### src/rtl/instruction_fetch_unit_pkg.sv
// -----------------------------------------------------------------------------
// instruction_fetch_unit_pkg
// Shared definitions for the fetch stage:
//   - default reset PC and bubble instruction (opcode 0: decoder writes nothing)
//   - 2-bit fetch FSM state encodings
//   - IF/ID pipeline register operation codes
//   - word alignment helper used for redirect targets
// -----------------------------------------------------------------------------
package instruction_fetch_unit_pkg;

    localparam logic [31:0] RESET_PC_DEFAULT     = 32'h0000_0000;
    localparam logic [31:0] BUBBLE_INSTR_DEFAULT = 32'h0000_0000;

    // Fetch FSM: FETCH issues from PC, WAIT keeps a missed request alive,
    // HOLD parks a completed instruction while the hazard unit stalls.
    typedef enum logic [1:0] {
        ST_FETCH = 2'b00,
        ST_WAIT  = 2'b01,
        ST_HOLD  = 2'b10
    } fetch_state_e;

    // IF/ID register operation selected by the fetch FSM each cycle.
    typedef enum logic [1:0] {
        IFID_HOLD  = 2'b00,
        IFID_LOAD  = 2'b01,
        IFID_FLUSH = 2'b10
    } ifid_op_e;

    // Force an address onto a 4-byte boundary (low two bits cleared).
    function automatic logic [31:0] word_align(input logic [31:0] addr);
        return addr & 32'hFFFF_FFFC;
    endfunction

endpackage

### src/rtl/instruction_fetch_unit_if_id_pipeline_reg.sv
// -----------------------------------------------------------------------------
// if_id_pipeline_reg
// IF/ID pipeline register (instruction 32 + PC 32 + valid 1).
// Ports:
//   clk          in   rising-edge clock
//   reset        in   synchronous active-high reset (loads a bubble)
//   op           in   IFID_LOAD / IFID_HOLD / IFID_FLUSH
//   load_instr   in   instruction captured on IFID_LOAD
//   load_pc      in   address captured on IFID_LOAD
//   instruction  out  registered instruction to decoder
//   pc           out  registered address of instruction
//   valid        out  0 = bubble
// -----------------------------------------------------------------------------
module if_id_pipeline_reg
    import instruction_fetch_unit_pkg::*;
#(
    parameter logic [31:0] BUBBLE_INSTR = BUBBLE_INSTR_DEFAULT
) (
    input  logic        clk,
    input  logic        reset,
    input  ifid_op_e    op,
    input  logic [31:0] load_instr,
    input  logic [31:0] load_pc,
    output logic [31:0] instruction,
    output logic [31:0] pc,
    output logic        valid
);

    logic [31:0] instr_r;
    logic [31:0] pc_r;
    logic        valid_r;

    // IF/ID storage: reset and flush both leave a bubble with PC 0.
    always_ff @(posedge clk) begin
        if (reset) begin
            instr_r <= BUBBLE_INSTR;
            pc_r    <= 32'h0000_0000;
            valid_r <= 1'b0;
        end else begin
            case (op)
                IFID_LOAD: begin
                    instr_r <= load_instr;
                    pc_r    <= load_pc;
                    valid_r <= 1'b1;
                end
                IFID_FLUSH: begin
                    instr_r <= BUBBLE_INSTR;
                    pc_r    <= 32'h0000_0000;
                    valid_r <= 1'b0;
                end
                IFID_HOLD: begin
                    instr_r <= instr_r;
                    pc_r    <= pc_r;
                    valid_r <= valid_r;
                end
                default: begin
                    instr_r <= BUBBLE_INSTR;
                    pc_r    <= 32'h0000_0000;
                    valid_r <= 1'b0;
                end
            endcase
        end
    end

    assign instruction = instr_r;
    assign pc          = pc_r;
    assign valid       = valid_r;

endmodule

### src/rtl/instruction_fetch_unit.sv
// -----------------------------------------------------------------------------
// instruction_fetch_unit
// Fetch stage: owns the PC, issues instruction-memory reads over a
// read/busywait handshake and feeds the decoder through the IF/ID register.
// Handles hazard stalls, EX-stage redirects and bubble insertion; one
// instruction per cycle on memory hits.
// Ports:
//   CLK, RESET          clock / synchronous active-high reset
//   STALL               hold IF/ID and PC
//   BRANCH_TAKEN        redirect fetch to BRANCH_TARGET (low 2 bits ignored)
//   IMEM_READ           read request (state decoded, low during reset)
//   IMEM_ADDRESS        registered word-aligned request address
//   IMEM_READDATA       instruction word, valid on READ & !BUSYWAIT
//   IMEM_BUSYWAIT       memory not ready
//   IF_ID_INSTRUCTION   instruction to decoder / control unit
//   IF_ID_PC            address of IF_ID_INSTRUCTION
//   IF_ID_VALID         0 = bubble
// -----------------------------------------------------------------------------
module instruction_fetch_unit
    import instruction_fetch_unit_pkg::*;
#(
    parameter logic [31:0] RESET_PC     = RESET_PC_DEFAULT,
    parameter logic [31:0] BUBBLE_INSTR = BUBBLE_INSTR_DEFAULT
) (
    input  logic        CLK,
    input  logic        RESET,
    input  logic        STALL,
    input  logic        BRANCH_TAKEN,
    input  logic [31:0] BRANCH_TARGET,
    output logic        IMEM_READ,
    output logic [31:0] IMEM_ADDRESS,
    input  logic [31:0] IMEM_READDATA,
    input  logic        IMEM_BUSYWAIT,
    output logic [31:0] IF_ID_INSTRUCTION,
    output logic [31:0] IF_ID_PC,
    output logic        IF_ID_VALID
);

    fetch_state_e state_r;
    fetch_state_e state_s;
    logic [31:0]  pc_r;
    logic [31:0]  pc_s;
    logic [31:0]  req_addr_r;
    logic [31:0]  req_addr_s;
    logic         drop_r;
    logic         drop_s;
    logic [31:0]  hold_buf_r;
    logic [31:0]  hold_buf_s;

    ifid_op_e     ifid_op_s;
    logic [31:0]  ifid_instr_s;
    logic [31:0]  ifid_pc_s;

    logic         read_s;
    logic         complete_s;
    logic [31:0]  target_s;

    assign read_s     = (state_r != ST_HOLD);
    assign complete_s = read_s & ~IMEM_BUSYWAIT;
    assign target_s   = word_align(BRANCH_TARGET);

    // Next-state, PC, drop flag, hold buffer and IF/ID operation.
    // Redirect is tested first so it overrides stall and completion.
    always_comb begin
        state_s      = state_r;
        pc_s         = pc_r;
        drop_s       = drop_r;
        hold_buf_s   = hold_buf_r;
        ifid_op_s    = IFID_HOLD;
        ifid_instr_s = IMEM_READDATA;
        // In FETCH and WAIT the outstanding request address equals the
        // address of the word coming back (unless it is being dropped).
        ifid_pc_s    = req_addr_r;

        case (state_r)
            ST_FETCH: begin
                if (BRANCH_TAKEN) begin
                    pc_s       = target_s;
                    hold_buf_s = BUBBLE_INSTR;
                    ifid_op_s  = IFID_FLUSH;
                end else if (complete_s) begin
                    if (STALL) begin
                        hold_buf_s = IMEM_READDATA;
                        state_s    = ST_HOLD;
                    end else begin
                        ifid_op_s = IFID_LOAD;
                        pc_s      = pc_r + 32'd4;
                    end
                end else begin
                    state_s = ST_WAIT;
                end
            end

            ST_WAIT: begin
                if (BRANCH_TAKEN) begin
                    pc_s       = target_s;
                    hold_buf_s = BUBBLE_INSTR;
                    ifid_op_s  = IFID_FLUSH;
                    if (IMEM_BUSYWAIT) begin
                        // The memory cannot abort; remember to discard the
                        // stale word when it finally arrives.
                        drop_s = 1'b1;
                    end else begin
                        drop_s  = 1'b0;
                        state_s = ST_FETCH;
                    end
                end else if (complete_s) begin
                    if (drop_r) begin
                        drop_s  = 1'b0;
                        state_s = ST_FETCH;
                    end else if (STALL) begin
                        hold_buf_s = IMEM_READDATA;
                        state_s    = ST_HOLD;
                    end else begin
                        ifid_op_s = IFID_LOAD;
                        pc_s      = pc_r + 32'd4;
                        state_s   = ST_FETCH;
                    end
                end else begin
                    state_s = ST_WAIT;
                end
            end

            ST_HOLD: begin
                if (BRANCH_TAKEN) begin
                    pc_s       = target_s;
                    hold_buf_s = BUBBLE_INSTR;
                    ifid_op_s  = IFID_FLUSH;
                    state_s    = ST_FETCH;
                end else if (!STALL) begin
                    ifid_op_s    = IFID_LOAD;
                    ifid_instr_s = hold_buf_r;
                    ifid_pc_s    = pc_r;
                    pc_s         = pc_r + 32'd4;
                    state_s      = ST_FETCH;
                end else begin
                    state_s = ST_HOLD;
                end
            end

            default: begin
                state_s    = ST_FETCH;
                drop_s     = 1'b0;
                hold_buf_s = BUBBLE_INSTR;
                ifid_op_s  = IFID_FLUSH;
            end
        endcase

        // The request address is registered so that no stall/redirect input
        // reaches IMEM_ADDRESS combinationally; it only freezes in WAIT.
        req_addr_s = (state_s == ST_WAIT) ? req_addr_r : pc_s;
    end

    // Fetch state registers with synchronous reset.
    always_ff @(posedge CLK) begin
        if (RESET) begin
            state_r    <= ST_FETCH;
            pc_r       <= RESET_PC;
            req_addr_r <= RESET_PC;
            drop_r     <= 1'b0;
            hold_buf_r <= BUBBLE_INSTR;
        end else begin
            state_r    <= state_s;
            pc_r       <= pc_s;
            req_addr_r <= req_addr_s;
            drop_r     <= drop_s;
            hold_buf_r <= hold_buf_s;
        end
    end

    assign IMEM_READ    = read_s & ~RESET;
    assign IMEM_ADDRESS = req_addr_r;

    if_id_pipeline_reg #(
        .BUBBLE_INSTR (BUBBLE_INSTR)
    ) u_if_id (
        .clk         (CLK),
        .reset       (RESET),
        .op          (ifid_op_s),
        .load_instr  (ifid_instr_s),
        .load_pc     (ifid_pc_s),
        .instruction (IF_ID_INSTRUCTION),
        .pc          (IF_ID_PC),
        .valid       (IF_ID_VALID)
    );

endmodule

### config.mk
export PLATFORM = sky130hd
export DESIGN_NAME = instruction_fetch_unit
export DESIGN_NICKNAME = d
export VERILOG_FILES = /design/src/rtl/instruction_fetch_unit_pkg.sv /design/src/rtl/instruction_fetch_unit_if_id_pipeline_reg.sv /design/src/rtl/instruction_fetch_unit.sv
export SDC_FILE = /design/constraint.sdc
export NUM_CORES = 1
export LEC_CHECK = 0
export ABC_AREA = 1
export CAP_MARGIN = 20
export CORE_ASPECT_RATIO = 0.6
export CORE_MARGIN = 1.5
export CORE_UTILIZATION = 55
export DETAILED_ROUTE_END_ITERATION = 6
export DONT_BUFFER_PORTS = 1
export HOLD_SLACK_MARGIN = 0.1
export PLACE_DENSITY = 0.77
export RECOVER_POWER = 25
export SYNTH_ARGS = -nofsm -noshare
export SYNTH_HDL_FRONTEND = slang
export SYNTH_HIERARCHICAL = 1
export SYNTH_SLANG_ARGS = --single-unit
### constraint.sdc
create_clock -name CLK -period 5.5 [get_ports CLK]
set_input_delay 0.825 -clock CLK [delete_from_list [all_inputs] [get_ports CLK]]
set_output_delay 0.825 -clock CLK [all_outputs]
set_load 0.005 [all_outputs]
---- Word level (Yosys, flattened, before mapping) ----
Index checks and enable logic that the tools add are counted.
word-level totals
  flip-flop bits (word level) ............. 164
  input bits .............................. 69
  output and inout bits ................... 98
cells by class
  $add $sub $neg .......................... 1
  equal/unequal tests ..................... 9
  multiplexer cells ....................... 46
  bitwise logic cells ..................... 5
  reductions and logical operators ........ 5
operators by type and width
  cell                   number
  $mux 32                19
  $pmux 32 s3            2
  $pmux 32 s2            2
  $add 32x3->32 const B  1
  $mux 2                 12
  $pmux 2 s3             2
  $ne 3x3->1 const B     3
  $mux 1                 7
  $eq 2x1->1 const B     3
  $logic_not 2->1        2
  $ne 2x2->1 const B     2
  $pmux 1 s2             2
  $reduce_and 4->1       1
  $not 1->1              3
  $and 1x1->1            2
  $eq 2x2->1 const B     1
  $reduce_and 2->1       1
  $reduce_or 2->1        1

---- Logic depth before layout (Yosys ltp) ----
  depth in word-level cells ............... 7
  gate-level depth with buffers ........... 14
  gate-level depth less buffers ........... 14

---- By module ----
The synthesis kept the hierarchy.
by module, submodules not included
  module                  instances  cells an instance  area each (um2)
  instruction_fetch_unit  1          1194               6969.2
  if_id_pipeline_reg      1          287                2408.6

---- Worst setup path after synthesis ----
OpenSTA, ideal clock, no wires.
  path type ............................... input-to-output
  start point ............................. input port RESET
  end point ............................... output port IMEM_READ
  arrival time ............................ 1.659 ns
  data required time ...................... 4.675 ns
  path slack .............................. 3.016 ns
  stages .................................. 4
  cell sequence ........................... clkbuf_1 clkbuf_1 buf_1 nor2_1
between the ends
  longest elaborated chain between the ends .. 2
ends and longest elaborated chain
  element      RTL line                       text
  from (decl)  instruction_fetch_unit.sv:26   input logic RESET,
  $not 1->1    instruction_fetch_unit.sv:171  assign IMEM_READ = read_s & ~RESET;
  $and 1x1->1  instruction_fetch_unit.sv:171
  to (decl)    instruction_fetch_unit.sv:30   output logic IMEM_READ,
No other way between the ends.

---- Worst setup path after layout ----
  start point ............................. register state_r[1]
  end point ............................... register u_if_id.instr_r[11] (netlist: u_if_id/instruction[11])
between the ends
  elaborated cells between the ends (all ways) .. 14
  those cells by class .................... eq/ne: 4; mux: 7; bitwise: 1; reduce/logical: 2
RTL lines
  element                                        RTL line                                         text
  from (decl)                                    instruction_fetch_unit.sv:39                     fetch_state_e state_r;
  from (signal assigned)                         instruction_fetch_unit.sv:163                    state_r <= state_s;
  $eq 2x2->1, or another cell as far along       instruction_fetch_unit.sv:75                     case (state_r)
  $pmux 2 s3 *                                   instruction_fetch_unit.sv:75
  via ifid_op_s[1]                               instruction_fetch_unit.sv:50                     ifid_op_e ifid_op_s;
  $eq 2x1->1 or $logic_not 2->1 (tied branches)  instruction_fetch_unit_if_id_pipeline_reg.sv:40  case (op)
  $pmux 32 s2                                    instruction_fetch_unit_if_id_pipeline_reg.sv:40
  to (signal assigned)                           instruction_fetch_unit_if_id_pipeline_reg.sv:42  instr_r <= load_instr;
  to (signal assigned)                           instruction_fetch_unit_if_id_pipeline_reg.sv:52  instr_r <= instr_r;
  to (decl)                                      instruction_fetch_unit_if_id_pipeline_reg.sv:29  logic [31:0] instr_r;
Mark *: on every way through the listed nets, which the timed path passes. The rest lies on a longest branch.
A chain may end at the register's enable or synchronous reset.

==> results.py <==
metrics = {
    "placement": {
        "place_hpwl_um": 20570,
        "place_inst": 1622,
        "gp_congestion": 0.9778,
        "pre_cts_ws_ns": 1.971,
        "io_buffers": 0,
    },
    "layout": {
        "n_antenna_cell": 0,
        "finalNonFillerCells": 1654,
        "area_growth_pct": 5.177,
        "post-route-util_pct": 59.99,
        "final_nets": 1483,
        "layout-drive-gt1-share_pct": 8.065,
    },
    "timing": {
        "max-slew-margin-rel_pct": 37.59,
        "setup_ws_ns": 1.804,
        "setup_viol": 0,
        "maxSlewViolCount": 0,
        "rsz0062_at_grt": "no",
        "hold_violations": 0,
        "period_minus_slack_ns": 3.696,
        "fin_skew_ns": 0.01630,
        "timing.final.crit_share_pct": 67.21,
        "fmax_mhz": 270.5,
        "final.setup.tns_ns": 0,
        "tightest_slew_ns": 0.9348,
    },
    "power_and_ir_drop": {
        "power.leakage_uw": 0.003834,
        "power_uw": 2934,
        "p_per_area_nw_per_um2": 297.4,
        "ir_drop_uv": 207.9,
    },
    "logic_synthesis": {
        "synth_top_area_share_pct": 35.01,
        "seq_area_frac_synth_pct": 35.01,
        "synth_cells": 1481,
        "syn_avg_cell_area_um2": 6.332,
        "ys_async_sr_fraction_pct": 0,
        "synth_cell_types": 44,
        "synthTopCellsByArea": "dfxtp_1 (35%), nand2_1 (17%), a21oi_1 (8.3%)",
        "ys_seq_elements": 164,
        "synth_common_cells": "nand2_1 (426), dfxtp_1 (164), a21oi_1 (155)",
        "syn_nets": 1551,
        "yosys_warnings": 6,
        "ys.flop_type": "dfxtp_1",
        "post-synth-top-count-cell": "nand2_1",
        "yosysTopAreaCell": "dfxtp_1",
        "netlist_area_um2": 9378,
        "synth_edf_count": 0,
    },
    "global_routing": {
        "grt-ovfl-total": 0,
        "grt_pass1_vias": 8385,
        "grt_antenna_before_repair": 1,
        "grt_pass1_wl_um": 46580,
        "track_usage_pct": 33.57,
        "grt_max_degree": 126,
    },
    "clocking": {
        "cts_setup_buffers": 0,
        "cts_repair_resize_count": 0,
        "cts_buffers": 17,
        "insertion_delay_ns": 0.43,
        "hold_buffers": 0,
        "cts.clk_slew.worst_paths_ns": 0.08,
        "clk_path_buf_depth": 2,
        "ctsHtreeMaxLevel": 4,
        "cts_root_buffer": "clkbuf_16",
        "cts_tree": "yes",
        "clock_sinks": 164,
    },
    "run": {
        "cap_violations": 0,
    },
    "floorplan": {
        "dieHeight_um": 104.1,
        "die_area_um2": 17870,
        "rows": 36,
        "coreArea_um2": 16440,
        "ioPinCount": 167,
        "die_x_um": 171.6,
        "initial_utilization_pct": 57.04,
    },
    "setup_path": {
        "critPathArrivalTime_ns": 4.05,
        "worst_setup_path_start_kind": "register",
        "cp_max_fo": 38,
        "end_kind": "register",
        "path_class": "reg2reg",
        "cp.required_ns": 5.85,
    },
    "route": {
        "ant_nets": 0,
        "totalWireLength_um": 30250,
        "drt_iter0_markers": 1269,
        "wl_per_cell_um": 18.29,
        "vias_per_cell": 5.915,
        "dr.pass1.iters": 5,
        "vias": 9783,
        "drc_errors": 0,
    },
    "hold_path": {
        "hold_path_class": "reg2reg",
    },
    "status": {
        "outcome": "finished, final reports clean",
    },
}
[flip-flops by register name, indices dropped and copies added (netlist names)]
signal	flops
IMEM_ADDRESS	32
drop_r	1
hold_buf_r	32
pc_r	32
state_r	2
u_if_id/instruction	32
u_if_id/pc	32
u_if_id/valid	1
[per-layer routing]
layer | up-vias | share of wire, % | GRT usage [%] | wire length [µm]
met2 | 564 | 39 | 44.13 | 11690
li1 | 4706 | - | - | -
met3 | 37 | 15 | 13.85 | 4592
met1 | 4474 | 45 | 49.67 | 13570
met4 | 2 | 1.3 | 7.895 | 383
met5 | - | 0.040 | 0 | 12
[through the flow]
step	instance area, µm²	hold slack, ns
floorplan	9378	0.4397
global placement	9269	0.4415
detailed placement	9269	0.4463
CTS	9863	0.4517
global route	9863	0.4571
finish	9863	0.4591
[cell families after synthesis]
family	count (synthesis)	share of synthesized area, %
simple gates	747	34.94
compound gates	341	19.24
buf+inv	223	10.21
flops	164	35.01
fa+ha+maj	1	0.1334
xor+xnor	5	0.4670
[path summary, 6_finish.rpt]
path                             endpoint           start  slack, ns  cells past startpoint
setup / recovery  u_if_id/instruction[11]      state_r[1]       1.80                      9
hold / removal             hold_buf_r[17]  hold_buf_r[17]       0.46                      2
setup reg to reg  u_if_id/instruction[11]      state_r[1]       1.80                      9
hold reg to reg            hold_buf_r[17]  hold_buf_r[17]       0.46                      2
[cells in the final DEF, fill, tap and decap left out, types with 10 or more instances in the layout]
cell       count
a21oi_1      154
and2_1        10
buf_4         10
clkbuf_16     17
dfxtp_1      164
inv_1        113
inv_2         13
nand2_1      426
nand2_2       17
nand3_1      140
nand4_1       18
nor2_1        86
o21ai_0      135
o21ai_1       13
or2_2         16
[final cells by class]
class / count / area, µm²
multi-input combinational: 1094 / 5152
clock inverter: 14 / 165.2
sequential: 164 / 3283
timing repair buffer: 10 / 75.07
inverter: 126 / 473.0
tap: 228 / 285.3
clock buffer: 18 / 429.2
fill: 1563 / 6578
[critical path, stage by stage (launching register included)]
cell	delay, ns
dfxtp_1	0.70
nand2_2	0.37
inv_2	0.52
nor2_2	0.15
inv_1	0.38
nor4_2	0.11
nor2_4	0.60
buf_4	0.49
nand2_1	0.10
a21oi_1	0.17
[report_power, final]
group / switching, µW / leakage (µW) / internal [µW]
clock network: 570 / 0.000284 / 648
logic: 281 / 0.00221 / 117
registers: 76.5 / 0.00134 / 1240
total: 927 / 0.00383 / 2010
(Power assumes the default switching activity.)
